## config.mk

```make
export PLATFORM = sky130hd
export DESIGN_NAME = conflict_detector_mc_flat
export DESIGN_NICKNAME = d
export VERILOG_FILES = /design/src/rtl/conflict_detector_mc_if.sv /design/src/rtl/conflict_detector_mc.sv /design/src/flat_wrapper.sv
export SDC_FILE = /design/constraint.sdc
export NUM_CORES = 1
export LEC_CHECK = 0
export BUFFER_PORTS_ARGS = -buffer_cell sky130_fd_sc_hd__clkbuf_2
export CORE_MARGIN = 8
export CORE_UTILIZATION = 64
export DETAILED_ROUTE_END_ITERATION = 8
export GPL_TIMING_DRIVEN = 0
export HOLD_SLACK_MARGIN = 0.03
export MAX_ROUTING_LAYER = met4
export PLACE_DENSITY = 0.81
export SYNTH_ARGS = -nofsm -noshare
export SYNTH_HDL_FRONTEND = slang
export SYNTH_SLANG_ARGS = --single-unit
```

## constraint.sdc

```tcl
create_clock -name clock -period 4.9 [get_ports clock]
set_clock_uncertainty 0.1 [all_clocks]
set_input_delay 1.47 -clock clock [delete_from_list [all_inputs] [get_ports clock]]
set_output_delay 1.47 -clock clock [all_outputs]
set_load 0.02 [all_outputs]
```

## src/rtl/conflict_detector_mc_if.sv

```systemverilog
// Implication / FIFO / backtrack bus between the clause evaluators, the
// solver control and the conflict detector.
`ifndef MAX_VARS
`define MAX_VARS 64
`endif
`ifndef MAX_VARS_BITS
`define MAX_VARS_BITS 6
`endif

interface conflict_detector_mc_if #(
  parameter int NUM_CH     = 2,
  parameter int VAR_BITS   = `MAX_VARS_BITS,
  parameter int LEVEL_BITS = `MAX_VARS_BITS
);
  logic [NUM_CH-1:0]          in_valid;
  logic [NUM_CH*VAR_BITS-1:0] in_var;
  logic [NUM_CH-1:0]          in_val;
  logic                       in_ready;
  logic [LEVEL_BITS-1:0]      cur_level;
  logic                       bt_en;
  logic [LEVEL_BITS-1:0]      bt_level;
  logic                       conflict;
  logic [VAR_BITS-1:0]        conflict_var;
  logic                       out_valid;
  logic [VAR_BITS-1:0]        out_var;
  logic                       out_val;
  logic                       out_ready;

  modport master (
    output in_valid, in_var, in_val, cur_level, bt_en, bt_level, out_ready,
    input  in_ready, conflict, conflict_var, out_valid, out_var, out_val
  );

  modport slave (
    input  in_valid, in_var, in_val, cur_level, bt_en, bt_level, out_ready,
    output in_ready, conflict, conflict_var, out_valid, out_var, out_val
  );
endinterface

```

## src/rtl/conflict_detector_mc.sv

```systemverilog
// Multi-channel implication conflict detector. Keeps {valid, val, level}
// per variable, flags contradictions (sticky until backtrack), queues new
// implications in channel order and invalidates levels above a backtrack
// target in a single cycle.
`ifndef MAX_VARS
`define MAX_VARS 64
`endif
`ifndef MAX_VARS_BITS
`define MAX_VARS_BITS 6
`endif

module conflict_detector_mc #(
  parameter int NUM_VARS   = `MAX_VARS,
  parameter int VAR_BITS   = `MAX_VARS_BITS,
  parameter int NUM_CH     = 2,
  parameter int LEVEL_BITS = `MAX_VARS_BITS,
  parameter int FIFO_DEPTH = 8
) (
  input logic             clock,
  input logic             reset,
  conflict_detector_mc_if.slave bus
);

  localparam int PTR_BITS = $clog2(FIFO_DEPTH);
  localparam int CNT_BITS = PTR_BITS + 1;
  localparam logic [CNT_BITS-1:0] DEPTH_C = CNT_BITS'(FIFO_DEPTH);
  localparam logic [CNT_BITS-1:0] NCH_C   = CNT_BITS'(NUM_CH);

  // Variable table
  logic                  tbl_valid [NUM_VARS];
  logic                  tbl_val   [NUM_VARS];
  logic [LEVEL_BITS-1:0] tbl_level [NUM_VARS];

  // Output FIFO
  logic [VAR_BITS-1:0] fifo_var [FIFO_DEPTH];
  logic                fifo_val [FIFO_DEPTH];
  logic [PTR_BITS-1:0] wr_ptr, rd_ptr;
  logic [CNT_BITS-1:0] count;

  logic                conflict_q;
  logic [VAR_BITS-1:0] conflict_var_q;

  // Per-cycle decode
  logic [VAR_BITS-1:0] ch_var  [NUM_CH];
  logic [PTR_BITS-1:0] wr_addr [NUM_CH];
  logic [NUM_CH-1:0]   acc, offend, push;
  logic [CNT_BITS-1:0] n_push;
  logic [VAR_BITS-1:0] conf_var_nx;
  logic                any_conf, in_ready_c, out_valid_c, pop;

  // Split the packed channel bus into per-channel variable indices.
  always_comb begin
    for (int i = 0; i < NUM_CH; i++) begin
      ch_var[i] = bus.in_var[i*VAR_BITS +: VAR_BITS];
    end
  end

  // Acceptance, table check, same-cycle channel interactions and FIFO slots.
  always_comb begin
    // NOTE: every output of this block gets a default first so no path leaves
    // a value unassigned, which is what keeps it from becoming a latch.
    in_ready_c  = !conflict_q && !bus.bt_en && ((DEPTH_C - count) >= NCH_C);
    out_valid_c = (count != '0);
    pop         = out_valid_c && bus.out_ready;
    acc         = '0;
    offend      = '0;
    push        = '0;
    n_push      = '0;
    conf_var_nx = '0;
    any_conf    = 1'b0;
    for (int i = 0; i < NUM_CH; i++) begin
      wr_addr[i] = '0;
    end

    for (int i = 0; i < NUM_CH; i++) begin
      acc[i]    = bus.in_valid[i] && in_ready_c;
      offend[i] = acc[i] && tbl_valid[ch_var[i]] &&
                  (tbl_val[ch_var[i]] != bus.in_val[i]);
      push[i]   = acc[i] && !tbl_valid[ch_var[i]];
      // A lower channel on the same variable either contradicts this one or
      // already carries the push.
      for (int j = 0; j < i; j++) begin
        if (acc[j] && acc[i] && (ch_var[j] == ch_var[i])) begin
          if (bus.in_val[j] != bus.in_val[i]) begin
            offend[j] = 1'b1;
            offend[i] = 1'b1;
          end else begin
            push[i] = 1'b0;
          end
        end
      end
    end

    any_conf = |offend;
    for (int i = NUM_CH - 1; i >= 0; i--) begin
      if (offend[i]) conf_var_nx = ch_var[i];
    end

    // Pushes land in consecutive slots in ascending channel order.
    for (int i = 0; i < NUM_CH; i++) begin
      wr_addr[i] = wr_ptr + n_push[PTR_BITS-1:0];
      if (push[i]) n_push = n_push + 1'b1;
    end
  end

  // Table valid bits: backtrack invalidation or marking new implications.
  always_ff @(posedge clock or posedge reset) begin
    // NOTE: state is updated with non-blocking assignments only, so every
    // read in this edge sees the pre-edge table.
    if (reset) begin
      for (int v = 0; v < NUM_VARS; v++) tbl_valid[v] <= 1'b0;
    end else if (bus.bt_en) begin
      for (int v = 0; v < NUM_VARS; v++) begin
        if (tbl_level[v] > bus.bt_level) tbl_valid[v] <= 1'b0;
      end
    end else if (!any_conf) begin
      for (int i = 0; i < NUM_CH; i++) begin
        if (push[i]) tbl_valid[ch_var[i]] <= 1'b1;
      end
    end
  end

  // Table payload for new implications.
  always_ff @(posedge clock) begin
    // NOTE: payload storage has no reset; the valid bits above qualify it.
    if (!any_conf) begin
      for (int i = 0; i < NUM_CH; i++) begin
        if (push[i]) begin
          tbl_val[ch_var[i]]   <= bus.in_val[i];
          tbl_level[ch_var[i]] <= bus.cur_level;
        end
      end
    end
  end

  // FIFO storage writes.
  always_ff @(posedge clock) begin
    if (!any_conf) begin
      for (int i = 0; i < NUM_CH; i++) begin
        if (push[i]) begin
          fifo_var[wr_addr[i]] <= ch_var[i];
          fifo_val[wr_addr[i]] <= bus.in_val[i];
        end
      end
    end
  end

  // FIFO pointers and occupancy; backtrack and conflict both flush.
  always_ff @(posedge clock or posedge reset) begin
    if (reset) begin
      wr_ptr <= '0;
      rd_ptr <= '0;
      count  <= '0;
    end else if (bus.bt_en || any_conf) begin
      wr_ptr <= '0;
      rd_ptr <= '0;
      count  <= '0;
    end else begin
      wr_ptr <= wr_ptr + n_push[PTR_BITS-1:0];
      rd_ptr <= rd_ptr + PTR_BITS'(pop);
      count  <= count + n_push - CNT_BITS'(pop);
    end
  end

  // Sticky conflict flag, cleared only by backtrack.
  always_ff @(posedge clock or posedge reset) begin
    if (reset) begin
      conflict_q     <= 1'b0;
      conflict_var_q <= '0;
    end else if (bus.bt_en) begin
      conflict_q     <= 1'b0;
      conflict_var_q <= '0;
    end else if (any_conf) begin
      conflict_q     <= 1'b1;
      conflict_var_q <= conf_var_nx;
    end
  end

  assign bus.in_ready     = in_ready_c;
  assign bus.conflict     = conflict_q;
  assign bus.conflict_var = conflict_var_q;
  assign bus.out_valid    = out_valid_c;
  assign bus.out_var      = out_valid_c ? fifo_var[rd_ptr] : '0;
  assign bus.out_val      = out_valid_c ? fifo_val[rd_ptr] : 1'b0;

endmodule
```

## src/flat_wrapper.sv

```systemverilog
// flat-port wrapper written by rule: the top's interface ports become plain ports
module conflict_detector_mc_flat 
#(
  parameter int NUM_VARS   = `MAX_VARS,
  parameter int VAR_BITS   = `MAX_VARS_BITS,
  parameter int NUM_CH     = 2,
  parameter int LEVEL_BITS = `MAX_VARS_BITS,
  parameter int FIFO_DEPTH = 8
)
  (clock, reset, bus_in_valid, bus_in_var, bus_in_val, bus_cur_level, bus_bt_en, bus_bt_level, bus_out_ready, bus_in_ready, bus_conflict, bus_conflict_var, bus_out_valid, bus_out_var, bus_out_val);
  conflict_detector_mc_if #(.NUM_CH(NUM_CH), .VAR_BITS(VAR_BITS), .LEVEL_BITS(LEVEL_BITS)) bus_i ();
  input logic clock;
  input logic reset;
  input wire logic [$bits(bus_i.in_valid)-1:0] bus_in_valid;
  input wire logic [$bits(bus_i.in_var)-1:0] bus_in_var;
  input wire logic [$bits(bus_i.in_val)-1:0] bus_in_val;
  input wire logic [$bits(bus_i.cur_level)-1:0] bus_cur_level;
  input wire logic [$bits(bus_i.bt_en)-1:0] bus_bt_en;
  input wire logic [$bits(bus_i.bt_level)-1:0] bus_bt_level;
  input wire logic [$bits(bus_i.out_ready)-1:0] bus_out_ready;
  output wire logic [$bits(bus_i.in_ready)-1:0] bus_in_ready;
  output wire logic [$bits(bus_i.conflict)-1:0] bus_conflict;
  output wire logic [$bits(bus_i.conflict_var)-1:0] bus_conflict_var;
  output wire logic [$bits(bus_i.out_valid)-1:0] bus_out_valid;
  output wire logic [$bits(bus_i.out_var)-1:0] bus_out_var;
  output wire logic [$bits(bus_i.out_val)-1:0] bus_out_val;
  assign bus_i.in_valid = bus_in_valid;
  assign bus_i.in_var = bus_in_var;
  assign bus_i.in_val = bus_in_val;
  assign bus_i.cur_level = bus_cur_level;
  assign bus_i.bt_en = bus_bt_en;
  assign bus_i.bt_level = bus_bt_level;
  assign bus_i.out_ready = bus_out_ready;
  assign bus_in_ready = bus_i.in_ready;
  assign bus_conflict = bus_i.conflict;
  assign bus_conflict_var = bus_i.conflict_var;
  assign bus_out_valid = bus_i.out_valid;
  assign bus_out_var = bus_i.out_var;
  assign bus_out_val = bus_i.out_val;
  conflict_detector_mc #(.NUM_VARS(NUM_VARS), .VAR_BITS(VAR_BITS), .NUM_CH(NUM_CH), .LEVEL_BITS(LEVEL_BITS), .FIFO_DEPTH(FIFO_DEPTH)) u_core (.clock(clock), .reset(reset), .bus(bus_i));
endmodule
```

# --- Yosys cells after proc, flatten, opt, wreduce, memory -nomap -nowiden ---
# Memory sizes are Yosys's and may differ from the RTL's.
# Cells that the tools add are included.
word_totals:
  ff_bits: 81
  ramBits: 504
  output_inout_bits: 16
  n_memories: 4
op_classes:
  add_sub_neg: 7
  order_cmp: 69
  eq_ne: 69
  n_mux: 103
  bitwise: 4
  n_reduce_logical: 87
mem_list:
  columns: ["name", "words", "width", "rd", "rd_ports_with_merged_regs", "write_ports", "line", "text"]
  rows:
  - ["u_core.tbl_level", 64, 6, 64, 0, 2, "conflict_detector_mc.sv:32", "logic [LEVEL_BITS-1:0] tbl_level [NUM_VARS];"]
  - ["u_core.tbl_val", 64, 1, 2, 0, 2, "conflict_detector_mc.sv:31", "logic tbl_val [NUM_VARS];"]
  - ["u_core.fifo_var", 8, 6, 1, 0, 2, "conflict_detector_mc.sv:35", "logic [VAR_BITS-1:0] fifo_var [FIFO_DEPTH];"]
  - ["u_core.fifo_val", 8, 1, 1, 0, 2, "conflict_detector_mc.sv:36", "logic fifo_val [FIFO_DEPTH];"]
op_table:
  columns: ["cell", "count"]
  rows:
  - ["> comparator 6 bit", 64]
  - ["two-way mux 64 bit", 6]
  - ["!= test 2 x 1 -> 1 bit (second input constant)", 64]
  - ["OR 64 bit", 2]
  - ["AND reduction 2 bit", 64]
  - ["two-way mux 1 bit", 82]
  - ["two-way mux 6 bit", 5]
  - ["logical AND 1 bit", 15]
  - [">= comparator 7 bit (second input constant)", 2]
  - ["less-than comparator 7 x 1 -> 1 bit (second input constant)", 2]
  - ["inverter 6 -> 7 bit", 2]
  - ["binary-select mux 1 bit (select 6 bit)", 2]
  - ["demux 1 bit (select 6 bit)", 2]
  - ["two-way mux 4 bit", 2]
  - ["adder 3 x 1 -> 3 bit", 2]
  - ["== test 6 bit", 1]
  - ["two-way mux 3 bit", 2]
  - ["adder 4 bit", 1]
  - [">= comparator 4 x 2 -> 1 bit (second input constant)", 1]
  - ["zero test 1 bit", 4]
  - ["two-way mux 2 bit", 2]
  - ["nonzero test 4 bit", 1]
  - ["subtractor 4 x 1 -> 4 bit", 1]
  - ["subtractor 4 bit (first input constant)", 1]
  - ["7 further kinds", 9]

# --- Logic depth before layout (Yosys ltp) ---
# Gate-level depths: netlist (run 1).
depth:
  ltp_word: 15
  ltp_mapped: 21
  ltp_nobuf: 18

# --- Worst setup path before layout (run 1) ---
# Ideal clock, no wire load.
synth_timing:
  path_type: "input port to flip-flop"
  from: "input bus_in_var[1]"
  to: "memory u_core.fifo_val[4], enable pin"
  setup_ns: 0.381
  arrival_ns: 5.270
  path_slack_ns: -0.851
  stages: 15
  path_buffers: 5
  path_cell_list: "buf_2 buf_1 or3b_2 a21oi_1 o31ai_1 and4_1 a31oi_1 clkbuf_1 buf_2 buf_2 ha_1 ha_1 xor2_1 nand4_1 o21ai_0"
synth_rtl:
  columns: ["item", "line", "text"]
  rows:
  - ["start: declaration", "flat_wrapper.sv:15", "input wire logic [$bits(bus_i.in_var)-1:0] bus_in_var;"]
  - ["end: declaration", "conflict_detector_mc.sv:36", null]

==> results of run 1 <==
## registers in the layout (all words and copies together), names as in the netlist
signal                   flops
u_core.wr_ptr                3
u_core.tbl_valid            64
u_core.count                 4
u_core.fifo_var             48
u_core.bus.conflict          1
u_core.bus.conflict_var      6
u_core.rd_ptr                3
u_core.tbl_val              64
u_core.tbl_level           384
u_core.fifo_val              8
## cell usage in the layout, fill, tap and decap left out, types with 10 or more instances in the layout
cell type / n
o21ai_0: 103
inv_1: 91
and2_2: 39
nand4_1: 75
nor3_1: 72
clkinv_1: 10
bufinv_16: 11
mux2_2: 41
o21a_1: 77
o22ai_1: 48
nand2_1: 123
nor2b_1: 128
clkbuf_4: 18
nor2_1: 43
a22o_1: 47
clkbuf_1: 64
buf_6: 23
edfxtp_1: 504
buf_2: 14
and3_1: 13
nand3_1: 27
clkbuf_16: 62
dfrtp_1: 81
mux4_2: 42
ha_1: 396
a21oi_1: 83
mux2_1: 50
nand2b_1: 74
buf_4: 35
mux2i_1: 44
buf_12: 10
mux2_4: 36
clkbuf_2: 51
o221ai_1: 56
## worst max-delay path: stages
cell	delay, ps
clkbuf_4	220
nor2b_1	140
clkbuf_1	420
a22oi_1	210
mux4_2	530
o211ai_4	290
o31a_1	240
o31ai_2	90
buf_6	180
buf_2	240
buf_2	290
a211oi_2	840
## worst paths after layout
check                                            startpoint                                end  slack (ps)  cells past startpoint
setup / recovery                              bus_in_var[1]  u_core.tbl_level[47][3]$_DFFE_PP_        -110                     12
setup reg to reg                  u_core.count[0]$_DFF_PP0_  u_core.tbl_level[47][3]$_DFFE_PP_         580                     13
min in group asynchronous                             reset          u_core.count[0]$_DFF_PP0_         800                      2
hold / removal             u_core.tbl_valid[33]$_DFFE_PP0P_   u_core.tbl_valid[33]$_DFFE_PP0P_         430                      1
hold reg to reg            u_core.tbl_valid[33]$_DFFE_PP0P_   u_core.tbl_valid[33]$_DFFE_PP0P_         430                      1
max in group asynchronous                             reset   u_core.tbl_valid[40]$_DFFE_PP0P_        3210                      3
## power by group through the flow
stage	Combinational [mW]	Sequential (mW)	Clock, mW
6_report	2.31	5.62	4.94
2_1_floorplan	1.31	5.69	0
3_3_place_gp	1.95	5.71	0
3_5_place_dp	2.08	5.71	0
4_1_cts	2.19	5.61	4.92
5_1_grt	2.42	5.62	5.10
## Yosys cell counts (75+ instances only)
cell,instances
a21oi_1,90
clkbuf_1,82
dfrtp_1,81
edfxtp_1,504
ha_1,398
inv_1,100
nand2_1,127
nand2b_1,77
nand4_1,75
nor2b_1,128
o21a_1,77
o21ai_0,106
## layout make-up
type	count	area [sq um]
diodes	5	12.5
plain buffers	140	912
clock buffers	72	1600
clock inverters	40	498
fillers	3165	14000
inverters	102	422
multi-input cells	1853	16300
flip-flops and latches	585	17200
well taps	688	861
repair buffers	84	810
## stage by stage
| step | hold slack [ps] | cell area (sq um) | util [%] | worst slack [ps] | instances |
|---|---|---|---|---|---|
| 3_5_place_dp | 404 | 35600 | 67.7 | -2250 | 3424 |
| 5_1_grt | 447 | 38600 | 73.4 | -68.4 | 3568 |
| 2_1_floorplan | 371 | 34100 | - | -156 | 2682 |
| 6_report | 432 | 38600 | 73.5 | -114 | 3569 |
| 4_1_cts | 425 | 38300 | 72.9 | 5.03 | 3558 |
| 3_3_place_gp | 400 | 35200 | 67.0 | -2260 | 3410 |
## cell families after synthesis
logic type / Yosys count / share of synthesized area, %
xor+xnor: 15 / 0.387
buf+inv: 244 / 3.08
simple gates: 690 / 11.6
compound gates: 533 / 10.9
mux: 215 / 8.69
fa+ha+maj: 400 / 14.8
flops: 585 / 50.6
## routing by layer
layer / part of all wire, % / global-route usage [%] / vias to the layer above
met4: 6.5 / 20.9 / 0
li1: - / - / 10703
met3: 11 / 9.28 / 515
met5: 0 / - / -
met1: 37 / 49.4 / 12723
met2: 45 / 61.5 / 1983
## timing repair
action | 4_1_cts | 5_1_grt
cloned | 0 | 1
pin swaps | 14 | 11
resized for setup | 172 | 55
setup buffers | 23 | 6
endpoints found under the setup margin | 705 | 486
==> impl_metrics.yaml, run 1 <==
outcome:
  run_status: "complete, but fails checks"
  violations: "negative setup slack"
worst_hold_path:
  hp-class: "reg -> reg"
timing:
  layout_worst_path_cycle_share_pct: 102
  slew_headroom_pct: 3.93
  final.setup.tns_ps: -2800
  max_freq_mhz: 199
  slew_violations: 0
  worst_pin_slew_ps: 1440
  grt_setup_unrepaired: "yes"
  min_period_ps: 5010
  fin_ws_ps: -114
  finalSetupViolCount: 43
  finalHoldViolCount: 0
clock_network:
  cts_buffer_depth: 3
  clock_latency_ps: 660
  clk_pin_slew_ps: 60
  h-tree-depth: 2
  clock-root-buffer: "clkbuf_16"
  cts.sinks: 585
  cts_buffers: 61
  cts_hold_buf: 0
  cts_tree: "built"
floorplan:
  dieArea_sq_um: 60700
  die_h_um: 246
  ios: 48
  fp.coreArea_sq_um: 52600
  die_w_um: 246
  start_util_pct: 64.6
  rows: 84
drt:
  vias_per_cell: 7.26
  vias: 25924
  wire_per_inst_um: 33.4
  drtAntennaViolNets: 0
  drt_iter0_drc: 3356
  routed_wl_mm: 119
  dr.pass1.iters: 6
  drc: 0
logic_synthesis:
  syn_avg_cell_area_sq_um: 12.7
  synth_ff_type: "edfxtp_1"
  synthCells: 2682
  yosys-top-cells-area: "edfxtp_1, ha_1, dfrtp_1"
  ys_ff_latch: 585
  syn_area_sq_um: 33900
  synth_edf_count: 504
  seq_area_frac_synth_pct: 50.6
  synth.top_cell.area_share_pct: 44.6
  async_flop_share_pct: 13.8
  yosysUniqueCellTypes: 81
  synth_warnings: 0
  synth_top_area_cell: "edfxtp_1"
  synth_fp_nets: 3114
global_routing:
  grt_pass1_wl_mm: 173
  grt_overflow: 0
  first_global_vias: 26468
  grt_max_degree: 43
  grt_usage_pct: 40.0
  antenna_found_initial: 5
power:
  p_sw_share_pct: 27.9
  total_power_mw: 12.9
  p_int_mw: 9.28
  power_density_nw_per_um2: 333
  p_clk_share_pct: 38.4
  switchingPower_mw: 3.59
  power_leakage_nw: 14.9
  vdd_ir_drop_max_mv: 0.457
  combPwrFrac_pct: 17.9
  p_seq_share_pct: 43.6
critical_path:
  worstPathRequired_ps: 5060
  cp-start-kind: "input port"
  crit_arrival_ps: 5170
  worstPathMaxFanout: 10
  worst-setup-path-type: "in -> reg"
  critPathCaptureType: "flop"
placement:
  port_buffers: 40
  dpl.hpwl_mm: 80.7
  place.gp.congestion: 1.11
cells_and_area:
  final_layout_size_suffix_gt1_share_pct: 18.3
  syn2layout_area_growth_pct: 13.7
  fin_nets: 3259
job:
  max-cap-violations: 0
(Power assumes the default switching activity.)
==> run 2, diff against run 1 <==
--- a/config.mk
+++ b/config.mk
@@ -5,14 +5,14 @@
 export SDC_FILE = /design/constraint.sdc
 export NUM_CORES = 1
 export LEC_CHECK = 0
-export BUFFER_PORTS_ARGS = -buffer_cell sky130_fd_sc_hd__clkbuf_2
+export ABC_CLOCK_PERIOD_IN_PS = 4900
+export BUFFER_PORTS_ARGS = -buffer_cell sky130_fd_sc_hd__buf_2
 export CORE_MARGIN = 8
-export CORE_UTILIZATION = 64
+export CORE_UTILIZATION = 43
 export DETAILED_ROUTE_END_ITERATION = 8
 export GPL_TIMING_DRIVEN = 0
 export HOLD_SLACK_MARGIN = 0.03
 export MAX_ROUTING_LAYER = met4
-export PLACE_DENSITY = 0.81
 export SYNTH_ARGS = -nofsm -noshare
 export SYNTH_HDL_FRONTEND = slang
 export SYNTH_SLANG_ARGS = --single-unit
==> run 2 against run 1 <==
  * The flow still finishes with violations (negative setup slack)
  * Clock-buffer cell count grew 24
  * Hold slack lost 3.5 ps
  * Non-clock buffer count grew 11
  * Clock power grew 2%
  * Cell count grew 11%
==> impl_metrics.yaml, run 2 (synthesis gave the netlist of run 1 again) <==
floorplan:
  dieArea_sq_um: 88200
  start_util_pct: 43.2
  die_w_um: 297
  die_h_um: 297
  fp.coreArea_sq_um: 78600
  ios: 48
  rows: 103
cells_and_area:
  layout_commonest_cell: "edfxtp_1"
  post-route-util_pct: 49.9
  final_cell_mix: "edfxtp_1, ha_1, nor2b_1"
  syn2layout_area_growth_pct: 15.7
  largest_reg_flops: 384
  stdcell_area_sq_um: 39300
  fillerInstances: 6822
  final_layout_size_suffix_gt1_share_pct: 18.4
  fin_nets: 3278
critical_path:
  worstPathRequired_ps: 5040
  crit-reg2reg-launch: "u_core.count[0]$_DFF_PP0_"
  cp-start-kind: "input port"
  worst-setup-path-type: "in -> reg"
  worstPathMaxFanout: 10
  startpoint: "bus_in_var[1]"
  crit_arrival_ps: 5110
  critPathCaptureType: "flop"
power:
  p_int_mw: 9.25
  vdd_ir_drop_max_mv: 0.299
  combPwrFrac_pct: 17.5
  p_seq_share_pct: 43.6
  switchingPower_mw: 3.65
  p_sw_share_pct: 28.3
  p_clk_share_pct: 38.9
  power_leakage_nw: 15.0
  power_density_nw_per_um2: 329
clock_network:
  cts_buffers: 69
  clock_latency_ps: 630
  cts_tree: "built"
  cts_buffer_depth: 3
  clk_pin_slew_ps: 60
  cts_hold_buf: 0
  clock-root-buffer: "clkbuf_16"
  cts.sinks: 585
  h-tree-depth: 3
outcome:
  run_status: "complete, but fails checks"
  violations: "negative setup slack"
timing:
  min_period_ps: 4970
  finalHoldViolCount: 0
  finalSetupViolCount: 162
  layout_worst_path_cycle_share_pct: 101
  slew_violations: 0
  final.setup.tns_ps: -3790
  fin_ws_ps: -66.7
  grt_setup_unrepaired: "yes"
  slew_headroom_pct: 8.09
  worst_pin_slew_ps: 1380
  max_freq_mhz: 201
drt:
  wire_per_inst_um: 29.8
  routed_wl_mm: 118
  drc: 0
  dr.pass1.iters: 5
  vias: 24487
  drtAntennaViolNets: 0
  drt_iter0_drc: 1937
  vias_per_cell: 6.19
placement:
  port_buffers: 40
  dpl.hpwl_mm: 82.4
  dp_slack_ps: -2390
  place.gp.congestion: 1.01
  place_area_sq_um: 36100
global_routing:
  grt_usage_pct: 26.6
  grt_pass1_wl_mm: 170
  antenna_found_initial: 3
  grt_max_degree: 65
  first_global_vias: 24906
  grt_overflow: 0
worst_hold_path:
  min_from: "u_core.tbl_valid[45]$_DFFE_PP0P_"
  hp-class: "reg -> reg"
job:
  max-cap-violations: 0
-- run 2: path summary, 6_finish.rpt --
check	slack, ps	end	cells after the start
setup / recovery	-70	u_core.tbl_level[41][2]$_DFFE_PP_	12
hold / removal	430	u_core.tbl_valid[45]$_DFFE_PP0P_	1
setup reg to reg	770	u_core.tbl_val[45]$_DFFE_PP_	12
hold reg to reg	430	u_core.tbl_valid[45]$_DFFE_PP0P_	1
max in group asynchronous	3220	u_core.tbl_valid[27]$_DFFE_PP0P_	3
min in group asynchronous	800	u_core.tbl_valid[32]$_DFFE_PP0P_	2
-- run 2: critical path, stage by stage --
cell,delay [ps]
buf_2,250
and2_1,160
buf_2,310
a22oi_1,230
mux4_2,540
o211ai_4,330
o31a_1,240
o31ai_2,90
buf_6,180
clkbuf_4,260
clkbuf_4,280
a211oi_2,750
-- run 2: power groups by stage --
stage          Clock, mW  Sequential [mW]  Combinational, mW
6_report            5.02             5.62               2.26
5_1_grt             5.31             5.62               2.43
4_1_cts             5.11             5.62               2.23
3_5_place_dp           0             5.72               2.13
3_3_place_gp           0             5.72               2.04
2_1_floorplan          0             5.69               1.31
-- run 2: routing by layer --
| layer | share of wire [%] | wire (um) | track usage, % |
|---|---|---|---|
| met5 | 0 | 0 | - |
| met4 | 3.3 | 3840 | 8.68 |
| met3 | 6.2 | 7320 | 3.80 |
| met2 | 47 | 55100 | 42.6 |
| met1 | 44 | 51400 | 34.9 |
-- run 2: through the flow --
stage,instances,hold slack [ps],power [mW]
6_report,3953,428,12.9
3_5_place_dp,3787,412,7.85
2_1_floorplan,2682,371,7.01
3_3_place_gp,3772,403,7.76
5_1_grt,3953,448,13.4
4_1_cts,3939,425,13.0
-- run 2: final cells by class --
| type | instances | area, sq um | share of cell area [%] |
|---|---|---|---|
| multi-input cells | 1853 | 16300 | 41.5 |
| repair buffers | 96 | 968 | 2.47 |
| clock inverters | 31 | 258 | 0.656 |
| flip-flops and latches | 585 | 17200 | 43.7 |
| inverters | 102 | 408 | 1.04 |
| diodes | 1 | 2.50 | 0.00637 |
| clock buffers | 96 | 1950 | 4.97 |
| plain buffers | 139 | 917 | 2.34 |
| well taps | 1050 | 1310 | 3.35 |
-- run 2: repair_timing --
item                       in CTS  in global routing
buffers inserted               25                 14
cloned                          1                  1
pin swaps                      14                  5
resized for setup             190                 35
setup endpoints to repair     702                459
